### config.mk
export PLATFORM = sky130hd
export DESIGN_NAME = pcpi_mdu_dispatch
export DESIGN_NICKNAME = d
export VERILOG_FILES = /design/src/rtl/pcpi_pkg.sv /design/src/rtl/pcpi_mdu_decode.sv /design/src/rtl/pcpi_mdu_dispatch.sv
export SDC_FILE = /design/constraint.sdc
export NUM_CORES = 1
export LEC_CHECK = 0
export CAP_MARGIN = 20
export CORE_AREA = 2 2 156 158
export DETAILED_ROUTE_END_ITERATION = 12
export DIE_AREA = 0 0 158 160
export HOLD_SLACK_MARGIN = 0.02
export SETUP_SLACK_MARGIN = 0.05
export SLEW_MARGIN = 15
export SYNTH_ARGS = -nofsm -noshare
export SYNTH_HDL_FRONTEND = slang
export SYNTH_HIERARCHICAL = 1
export SYNTH_SLANG_ARGS = --single-unit
### constraint.sdc
create_clock -name clk -period 5.41 [get_ports clk]
set_input_delay 1.082 -clock clk [delete_from_list [all_inputs] [get_ports clk]]
set_output_delay 1.082 -clock clk [all_outputs]
set_load 0.005 [all_outputs]
### src/rtl/pcpi_pkg.sv
// Shared PCPI definitions: RV32M decode constants, dispatcher state and target encodings.
package pcpi_pkg;

  localparam logic [6:0] OPC_OP    = 7'b0110011;
  localparam logic [6:0] F7_MULDIV = 7'b0000001;

  typedef enum logic [1:0] {
    IDLE,
    BUSY,
    DONE,
    RELEASE
  } state_e;

  typedef enum logic {
    TGT_MUL,
    TGT_DIV
  } tgt_e;

endpackage

### src/rtl/pcpi_mdu_decode.sv
// Combinational RV32M claim/target decode; reusable by any PCPI dispatcher.
module pcpi_mdu_decode
  import pcpi_pkg::*;
#(
  parameter bit ENABLE_DIV = 1'b1
) (
  input  logic        valid_i,
  input  logic [31:0] insn_i,
  output logic        claim_o,
  output tgt_e        tgt_o
);

  logic is_muldiv;

  always_comb begin
    is_muldiv = (insn_i[6:0] == OPC_OP) && (insn_i[31:25] == F7_MULDIV);
    tgt_o     = insn_i[14] ? TGT_DIV : TGT_MUL;
    // Divide-class encodings are left unclaimed when no divider is fitted.
    claim_o   = valid_i && is_muldiv && (!insn_i[14] || ENABLE_DIV);
  end

endmodule

### src/rtl/pcpi_mdu_dispatch.sv
// PCPI dispatcher routing RV32M instructions to a multiplier or divider coprocessor.
// Optional statistics counters are enabled with `define PCPI_MDU_DISPATCH_STATS_EN.
module pcpi_mdu_dispatch
  import pcpi_pkg::*;
#(
  parameter int unsigned TIMEOUT_CYCLES = 64,
  parameter int unsigned ENABLE_DIV     = 1
) (
  input  logic        clk,
  input  logic        resetn,
  input  logic        cpu_valid,
  input  logic [31:0] cpu_insn,
  input  logic [31:0] cpu_rs1,
  input  logic [31:0] cpu_rs2,
  output logic        cpu_wr,
  output logic [31:0] cpu_rd,
  output logic        cpu_wait,
  output logic        cpu_ready,
  output logic        mul_valid,
  output logic [31:0] mul_insn,
  output logic [31:0] mul_rs1,
  output logic [31:0] mul_rs2,
  input  logic        mul_wr,
  input  logic [31:0] mul_rd,
  input  logic        mul_wait,
  input  logic        mul_ready,
  output logic        div_valid,
  output logic [31:0] div_insn,
  output logic [31:0] div_rs1,
  output logic [31:0] div_rs2,
  input  logic        div_wr,
  input  logic [31:0] div_rd,
  input  logic        div_wait,
  input  logic        div_ready
`ifdef PCPI_MDU_DISPATCH_STATS_EN
  ,
  output logic [31:0] stat_issued,
  output logic [15:0] stat_timeouts,
  output logic [15:0] stat_aborts
`endif
);

  localparam bit          DIV_EN   = (ENABLE_DIV != 0);
  localparam int          CW       = $clog2(TIMEOUT_CYCLES + 1);
  localparam logic [CW-1:0] CNT_LAST = CW'(TIMEOUT_CYCLES - 1);
  localparam logic [CW-1:0] CNT_MAX  = '1;

  state_e        state_q, state_d;
  tgt_e          tgt_q, tgt_d;
  logic [31:0]   insn_q, insn_d;
  logic [31:0]   rs1_q, rs1_d;
  logic [31:0]   rs2_q, rs2_d;
  logic [CW-1:0] cnt_q, cnt_d;
  logic          wr_q, wr_d;
  logic [31:0]   rd_q, rd_d;

  logic claim;
  tgt_e claim_tgt;
  logic sel_ready, sel_wr;
  logic [31:0] sel_rd;
  logic issue_evt, timeout_evt, abort_evt;

  // The dispatcher alone owns cpu_wait, so the targets' wait flags are not used.
  logic unused_wait;
  assign unused_wait = mul_wait ^ div_wait;

  pcpi_mdu_decode #(
    .ENABLE_DIV (DIV_EN)
  ) u_decode (
    .valid_i (cpu_valid),
    .insn_i  (cpu_insn),
    .claim_o (claim),
    .tgt_o   (claim_tgt)
  );

  always_comb begin
    // NOTE: every combinational output gets a default first so no path infers a latch.
    state_d     = state_q;
    tgt_d       = tgt_q;
    insn_d      = insn_q;
    rs1_d       = rs1_q;
    rs2_d       = rs2_q;
    cnt_d       = cnt_q;
    wr_d        = wr_q;
    rd_d        = rd_q;
    issue_evt   = 1'b0;
    timeout_evt = 1'b0;
    abort_evt   = 1'b0;

    // Only the selected target's handshake is honoured.
    sel_ready = (tgt_q == TGT_MUL) ? mul_ready : (DIV_EN && div_ready);
    sel_wr    = (tgt_q == TGT_MUL) ? mul_wr : div_wr;
    sel_rd    = (tgt_q == TGT_MUL) ? mul_rd : div_rd;

    unique case (state_q)
      IDLE: begin
        if (claim) begin
          state_d   = BUSY;
          tgt_d     = claim_tgt;
          insn_d    = cpu_insn;
          rs1_d     = cpu_rs1;
          rs2_d     = cpu_rs2;
          cnt_d     = '0;
          issue_evt = 1'b1;
        end
      end
      BUSY: begin
        cnt_d = (cnt_q == CNT_MAX) ? cnt_q : cnt_q + 1'b1;
        if (sel_ready) begin
          wr_d    = sel_wr;
          rd_d    = sel_rd;
          state_d = DONE;
        end else if (cnt_q == CNT_LAST) begin
          state_d     = RELEASE;
          timeout_evt = 1'b1;
        end else if (!cpu_valid) begin
          state_d   = IDLE;
          abort_evt = 1'b1;
        end
      end
      DONE:    state_d = RELEASE;
      // Hold off until the core stops presenting the retired instruction.
      RELEASE: if (!cpu_valid) state_d = IDLE;
      default: state_d = IDLE;
    endcase
  end

  always_comb begin
    mul_valid = (state_q == BUSY) && (tgt_q == TGT_MUL);
    div_valid = DIV_EN && (state_q == BUSY) && (tgt_q == TGT_DIV);
    mul_insn  = mul_valid ? insn_q : '0;
    mul_rs1   = mul_valid ? rs1_q  : '0;
    mul_rs2   = mul_valid ? rs2_q  : '0;
    div_insn  = div_valid ? insn_q : '0;
    div_rs1   = div_valid ? rs1_q  : '0;
    div_rs2   = div_valid ? rs2_q  : '0;
    cpu_wait  = (state_q == BUSY);
    cpu_ready = (state_q == DONE);
    cpu_wr    = cpu_ready && wr_q;
    cpu_rd    = cpu_ready ? rd_q : '0;
  end

  // NOTE: state uses non-blocking assignments and a synchronous active-low reset.
  always_ff @(posedge clk) begin
    if (!resetn) begin
      state_q <= IDLE;
      tgt_q   <= TGT_MUL;
      insn_q  <= '0;
      rs1_q   <= '0;
      rs2_q   <= '0;
      cnt_q   <= '0;
      wr_q    <= 1'b0;
      rd_q    <= '0;
    end else begin
      state_q <= state_d;
      tgt_q   <= tgt_d;
      insn_q  <= insn_d;
      rs1_q   <= rs1_d;
      rs2_q   <= rs2_d;
      cnt_q   <= cnt_d;
      wr_q    <= wr_d;
      rd_q    <= rd_d;
    end
  end

`ifdef PCPI_MDU_DISPATCH_STATS_EN
  always_ff @(posedge clk) begin
    if (!resetn) begin
      stat_issued   <= '0;
      stat_timeouts <= '0;
      stat_aborts   <= '0;
    end else begin
      if (issue_evt)   stat_issued   <= stat_issued + 1'b1;
      if (timeout_evt) stat_timeouts <= stat_timeouts + 1'b1;
      if (abort_evt)   stat_aborts   <= stat_aborts + 1'b1;
    end
  end
`else
  logic unused_evt;
  assign unused_evt = issue_evt ^ timeout_evt ^ abort_evt;
`endif

endmodule
==> results of run 1 <==
==> area by class of cell <==
type                            instances  share of cell area, %
Sequential cell                       139                   23.8
Timing Repair Buffer                  406                   35.2
Clock buffer                           18                   3.67
Clock inverter                         14                   1.86
Tap cell                              324                   3.47
Multi-Input combinational cell        672                   31.8
Inverter                                3                  0.118
==> worst max-delay path: cells and delay by family (launching register included) <==
family / cells / cell delay, ns
buf+inv: 2 / 0.89
flops: 1 / 0.64
simple gates: 3 / 1.00
==> metal layers <==
metal | GRT usage (%) | part of all wire [%] | vias to the layer above
met1 | 24.7 | 42 | 3257
met4 | 5.77 | 1.5 | 0
met5 | 0 | 0 | -
met2 | 34.5 | 47 | 296
met3 | 7.35 | 9.9 | 24
li1 | - | - | 3659
==> synthesized netlist by cell type (2+ instances only) <==
library cell | count | area share [%]
buf_6 | 5 | 0.82
mux2i_1 | 34 | 4.9
buf_2 | 10 | 0.73
or3_1 | 2 | 0.18
inv_1 | 2 | 0.11
buf_4 | 7 | 0.76
o2111ai_1 | 2 | 0.25
and3_1 | 96 | 8.7
nand2_1 | 202 | 11
and2_1 | 132 | 12
xor2_1 | 2 | 0.25
clkbuf_1 | 61 | 3.3
a21oi_1 | 102 | 7.4
o21ai_0 | 3 | 0.22
nor2_1 | 39 | 2.1
nand2b_1 | 2 | 0.18
nor3_1 | 2 | 0.15
nand4_1 | 2 | 0.18
dfxtp_1 | 139 | 40
a31oi_1 | 2 | 0.18
a211oi_1 | 33 | 3.6
==> sequential cells by signal, summed over array words and instances (netlist names) <==
| name | count |
|---|---|
| state_q | 2 |
| cnt_q | 7 |
| rs2_q | 32 |
| wr_q | 1 |
| rd_q | 32 |
| tgt_q | 1 |
| insn_q | 32 |
| rs1_q | 32 |
==> report_power, final <==
| part | switching (mW) | total (mW) | internal, mW |
|---|---|---|---|
| Combinational | 0.0451 | 0.157 | 0.112 |
| Sequential | 0.0000325 | 1.02 | 1.02 |
| Clock | 0.479 | 1.30 | 0.821 |
==> path summary, 6_finish.rpt <==
kind              slack (ns)       start  cells after the start          to
setup / recovery        1.34  state_q[0]                      5  mul_rs2[9]
setup reg to reg        2.96       tgt_q                      5    rd_q[20]
hold reg to reg         0.46  insn_q[19]                      2  insn_q[19]
hold / removal          0.46  insn_q[19]                      2  insn_q[19]
==> per-stage QoR <==
stage          worst slack, ns  cell area [sq um]  utilization, %  power [mW]  instances
6_report                  1.34              11700            49.1        2.48       1576
5_1_grt                   1.11              11700            49.1        2.57       1576
4_1_cts                   1.27              11700            49.0        2.52       1576
3_5_place_dp              1.12              11000            46.3        1.20       1544
3_3_place_gp              1.13              11000            46.3        1.20       1544
2_1_floorplan             2.52               6880               -        1.07        897
==> kinds of logic after synthesis <==
| kind of cell | Yosys count |
|---|---|
| and+or+nand+nor | 489 |
| AOI/OAI and AO/OA | 146 |
| DFF | 139 |
| buffers and inverters | 86 |
| muxes | 34 |
| xor gates and xnor gates | 2 |
| adders and majority gates | 1 |
==> summary.md, run 1 <==
| Metric | Value |
|---|---|
| Status | `complete, no violations` |
| GRT Util Overall | `between 20% and 30%` |
| Final setup TNS | `0 ns` |
| Vias | `7236` |
| CP arrival | `~3.0 ns` |
| Worst-margin pin slew | `around 0.95 ns` |
| Post-Synth XOR/XNOR Area | `0.254%` |
| Starting Density | `a little under 30%` |
| Combined flip-flop and latch cell area | `0.00279 sq mm` |
| Largest family of logic cells by synthesized area | `simple AND/OR/NAND/NOR gates` |
| Yosys cell types | `39` |
| Max Transition Viols Final | `0` |
| Post-synthesis cell count | `about 900` |
| Final ANT Viol Nets | `0` |
| CTS max path bufs | `2` |
| Initial DRC count | `~290` |
| Number of enable flip-flop cells after synthesis | `0` |
| Layout fillers | `approximately 2300` |
| Post_cts resized | `0` |
| # diodes | `0` |
| Multi-input gate area | `0.00372 sq mm` |
| I/O pins | `398` |
| Syn Area/Cell | `7.67 sq um` |
| Mapped Nets | `1067` |
| Num rows | `57` |
| CTS clk-pin slew, worst paths | `0.06 ns` |
| Post-synth top flop | `dfxtp_1` |
| RSZ-0062 raised after global routing | `false` |
| Gpl congestion | `between 0.7 and 0.8` |
| Port Buf Inserts | `roughly 400` |
| Worst EP required | `roughly 4.3 ns` |
| Hold Worst Slack | `0.461 ns` |
| Worst vdd ir | `around 0.17 mV` |
| Post-synthesis mux area share | `4.94%` |
| Layout cells sized above 1 | `under 10%` |
| Adder-Cell Fraction of Synth Area | `less than 1%` |
| Post-synthesis compound-gate area fraction | `12.1%` |
| Largest net degree at the start of global routing | `approximately 90` |
| Num CTS Buffers | `17` |
| Vias/cell | `between 4 and 5` |
| Seq/Total Area, Yosys | `between 40% and 50%` |
| Final Skew | `around 0.0085 ns` |
| CP startpoint kind | `register` |
| Root buffer cell | `clkbuf_16` |
| Fin crit period | `a little over 4 ns` |
| Commonest cells after routing, fill and taps aside | `clkdlybuf4s50_1 (395), nand2_1 (201), dfxtp_1 (138), and2_1 (132), a21oi_1 (102)` |
| Total grt overflow | `0` |
| DR WL/cell | `about 17 microns` |
| Die Span Y | `around 160 microns` |
| Post-synthesis async set-or-reset flop share | `0%` |
| Max cap viols | `0` |
| NumNets Final | `roughly 1400` |
| Critical path type | `register to primary output` |
| Leading cell type in the layout, fill and taps excluded | `clkdlybuf4s50_1` |
| Simple-gate share of the synthesized area | `a little over a third` |
| Core area | `roughly 0.024 sq mm` |
| Relative slew slack | `36.9%` |
| DR pass1 iterations | `4` |
| PwrDens | `212 mW/mm^2` |
| DR DRC count | `0` |
| CTS tree | `yes` |
| Synth-to-Final Area Change | `69.8%` |
| Post-CTS Setup Bufs | `0` |
| Yosys reg bits | `around 140` |
| Crit-path cells | `nand2b_4 > nor2_4 > buf_12 > and2_1 > clkdlybuf4s50_1` |
| Final setup violation count | `0` |
| First-pass GRT wire length | `slightly above 40000 microns` |
| Clock tree sinks | `~140` |
| Vias in the first global route | `6980` |
| Initial antenna violation count | `0` |
| Die X-Extent | `about 160 microns` |
| Die ar. | `between 0.02 and 0.03 sq mm` |
| CP Max Fanout | `57` |
| Critical path's slowest cell | `nor2_4` |
| Final Hold Viols | `0` |
| Final period utilization | `around three quarters` |
| Synthesized area | `about 0.0069 sq mm` |
| Hold buffers post-CTS | `0` |
| Synth Warn # | `6` |
| LEAKAGE | `approximately 4.2 nW` |
| CP peak stage delay | `slightly below 0.7 ns` |
| H-tree depth | `4` |
| Routed wire length | `approximately 27000 microns` |
| F_max | `~0.25 GHz` |
| Worst setup EP type | `primary output` |
| DP Wirelength | `approximately 19000 microns` |
| Worst min-delay path class | `register to register` |
| Clk_lat worst skew | `slightly above 0.4 ns` |
(Power assumes the default switching activity.)
==> inputs of run 2 (changes only) <==
--- a/config.mk
+++ b/config.mk
@@ -6,10 +6,11 @@
 export NUM_CORES = 1
 export LEC_CHECK = 0
 export CAP_MARGIN = 20
-export CORE_AREA = 2 2 156 158
+export CORE_AREA = 2 2 153 155
 export DETAILED_ROUTE_END_ITERATION = 12
-export DIE_AREA = 0 0 158 160
+export DIE_AREA = 0 0 155 157
 export HOLD_SLACK_MARGIN = 0.02
+export PLACE_DENSITY = 0.67
 export SETUP_SLACK_MARGIN = 0.05
 export SLEW_MARGIN = 15
 export SYNTH_ARGS = -nofsm -noshare
==> constraint.sdc (replaced) <==
create_clock -name clk -period 4.25 [get_ports clk]
set_input_delay 0.85 -clock clk [delete_from_list [all_inputs] [get_ports clk]]
set_output_delay 0.85 -clock clk [all_outputs]
set_load 0.005 [all_outputs]
==> run 2 against run 1 <==
  * Clock power is 19% higher
  * Critical endpoint is now div_insn[2]
  * Sequential share of layout area is 0.17 points higher
  * Clock-buffer cell count stayed put
  * Combinational power is 28% higher
  * First-iteration DRC count is 67% higher
  * Sequential power is 27% higher
  * Power is 23% higher
==> summary.md, run 2 (synthesized netlist as in run 1, its figures left out) <==
| Metric | Value |
|---|---|
| Final Skew | `0.0194 ns (was 0.00852 ns)` |
| DR pass1 iterations | `5 (was 4)` |
| First-pass GRT wire length | `39900 microns (was 40400 microns)` |
| # diodes | `0 (unchanged)` |
| Synth-to-Final Area Change | `68.6% (was 69.8%)` |
| Total grt overflow | `0 (unchanged)` |
| Die Span Y | `157 microns (was 160 microns)` |
| Layout cells sized above 1 | `4.62% (was 4.31%)` |
| LEAKAGE | `4.25 nW (was 4.24 nW)` |
| Die ar. | `0.0243 sq mm (was 0.0253 sq mm)` |
| Final ANT Viol Nets | `0 (unchanged)` |
| Post_cts resized | `0 (unchanged)` |
| Critical path type | `register to primary output (unchanged)` |
| DP Wirelength | `19000 microns (was 18900 microns)` |
| H-tree depth | `4 (unchanged)` |
| Clock tree sinks | `139 (unchanged)` |
| Hold buffers post-CTS | `0 (unchanged)` |
| Vias | `7374 (was 7236)` |
| Post-route cell area | `0.0116 sq mm (was 0.0117 sq mm)` |
| Root buffer cell | `clkbuf_16 (unchanged)` |
| Final setup violation count | `0 (unchanged)` |
| Num CTS Buffers | `17 (unchanged)` |
| Worst vdd ir | `0.219 mV (was 0.167 mV)` |
| FF-to-FF path depth | `6 (was 5)` |
| Combined flip-flop and latch cell area | `0.00279 sq mm (unchanged)` |
| I/O pins | `398 (unchanged)` |
| Status | `complete, no violations (unchanged)` |
| Worst min-delay path class | `register to register (unchanged)` |
| Max cap viols | `0 (unchanged)` |
| Routed wire length | `26800 microns (was 27100 microns)` |
| RSZ-0062 raised after global routing | `false (unchanged)` |
| Reg-to-reg endpoint | `rd_q[5] (was rd_q[20])` |
| CP Max Fanout | `35 (was 57)` |
| Critical R2R Launch | `tgt_q (unchanged)` |
| CTS clk-pin slew, worst paths | `0.06 ns (about the same)` |
| Die X-Extent | `155 microns (was 158 microns)` |
| Post-CTS Setup Bufs | `0 (unchanged)` |
| DR DRC count | `0 (unchanged)` |
| F_max | `around 0.27 GHz` |
| PwrDens | `263 mW/mm^2 (was 212 mW/mm^2)` |
| Multi-input gate area | `0.00371 sq mm (was 0.00372 sq mm)` |
| Final Util | `51.6% (was 49.1%)` |
| Leading cell type in the layout, fill and taps excluded | `clkdlybuf4s50_1 (unchanged)` |
| Worst setup EP type | `primary output (unchanged)` |
| NumNets Final | `1414 (was 1409)` |
| Vias in the first global route | `7107 (was 6980)` |
| Num rows | `55 (was 57)` |
| GRT Util Overall | `21.1% (was 20.6%)` |
| Vias/cell | `4.79 (was 4.59)` |
| Starting Density | `30.6% (was 28.9%)` |
| Dpl cell area | `0.0110 sq mm (about the same)` |
| Core area | `0.0225 sq mm (was 0.0238 sq mm)` |
| Final setup TNS | `0 ns (unchanged)` |
| Worst EP required | `3.40 ns (was 4.33 ns)` |
| Gpl congestion | `0.756 (was 0.761)` |
| Initial DRC count | `479 (was 286)` |
| Commonest cells after routing, fill and taps aside | `clkdlybuf4s50_1 (395), nand2_1 (201), dfxtp_1 (138), and2_1 (132), a21oi_1 (102) (unchanged)` |
| Largest net degree at the start of global routing | `85 (was 92)` |
| Worst hold path depth | `2 (unchanged)` |
| Final Hold Viols | `0 (unchanged)` |
| DR WL/cell | `17.4 microns (was 17.2 microns)` |
| Relative slew slack | `46.1% (was 36.9%)` |
| Worst-margin pin slew | `0.809 ns (was 0.946 ns)` |
| Fin crit period | `between 3 and 4 ns` |
| Clk_lat worst skew | `0.43 ns (was 0.41 ns)` |
| CP arrival | `2.80 ns (was 2.99 ns)` |
| Layout fillers | `2114 (was 2343)` |
| CP startpoint kind | `register (unchanged)` |
| Max Transition Viols Final | `0 (unchanged)` |
| WHS Endpoint | `insn_q[9] (was insn_q[19])` |
| CTS max path bufs | `2 (unchanged)` |
| CTS tree | `yes (unchanged)` |
| Port Buf Inserts | `395 (unchanged)` |
| Initial antenna violation count | `0 (unchanged)` |
| Final period utilization | `85.8%` |
| R2R Setup Slk | `1.86 ns (was 2.96 ns)` |
| HP Start | `insn_q[9] (was insn_q[19])` |
run 2: cell types whose count changed in the layout (fill, tap and decap cells not counted):
cell / delta
inv_6: -1
buf_12: -2
clkbuf_1: -1
buf_4: +7
clkbuf_8: +1
clkinv_4: +2
nor2b_4: -1
nor2b_1: +1
clkinv_2: -1
bufinv_16: -2
clkinvlp_4: +1
run 2: worst max-delay path by stage:
stage | from | endpoint | slack, ns | cells past startpoint
final | state_q[0] | div_insn[2] | 0.60 | 5
after global routing | state_q[0] | div_rs2[30] | 0.45 | 5
after CTS | state_q[0] | div_rs2[30] | 0.60 | 5
after detailed placement | cpu_insn[27] | rs2_q[25] | 0.52 | 7
after global placement | cpu_insn[27] | rs2_q[14] | 0.54 | 7
after floorplan | cpu_insn[6] | rs1_q[0] | 1.59 | 7
run 2: layout make-up:
type	count	area share [%]
clock buffer	18	3.79
clock inverter	13	1.46
inverter	3	0.119
multi-input combinational	672	32.0
sequential	139	24.0
tap	285	3.07
timing repair buffer	411	35.5
run 2: critical path: stages (launching register included):
cell	delay, ns
dfxtp_1	0.61
nand2b_4	0.16
inv_2	0.46
buf_4	0.34
and3_1	0.18
clkdlybuf4s50_1	0.62
run 2: metrics by stage:
step	hold WS (ns)	power, mW	instances	setup WS, ns
floorplan	0.440	1.36	897	1.59
global placement	0.446	1.53	1510	0.543
detailed placement	0.453	1.53	1510	0.519
CTS	0.461	3.09	1541	0.598
global route	0.483	3.16	1541	0.453
finish	0.460	3.05	1541	0.603
run 2: power by group:
part           internal (mW)  leakage [nW]  total (mW)  switching (mW)
clock network          0.939         0.285        1.55           0.606
logic                  0.143          2.84       0.201          0.0581
registers               1.30          1.12        1.30       0.0000378
total                   2.38          4.25        3.05           0.664
run 2: routing by layer:
layer | wire length [microns] | track usage (%) | up-vias | part of all wire, %
met5 | 0 | 0 | - | 0
met4 | 495 | 6.53 | 0 | 1.8
met3 | 2470 | 7.32 | 26 | 9.2
met2 | 13000 | 36.4 | 305 | 49
met1 | 10800 | 24.6 | 3377 | 40
li1 | - | - | 3666 | -
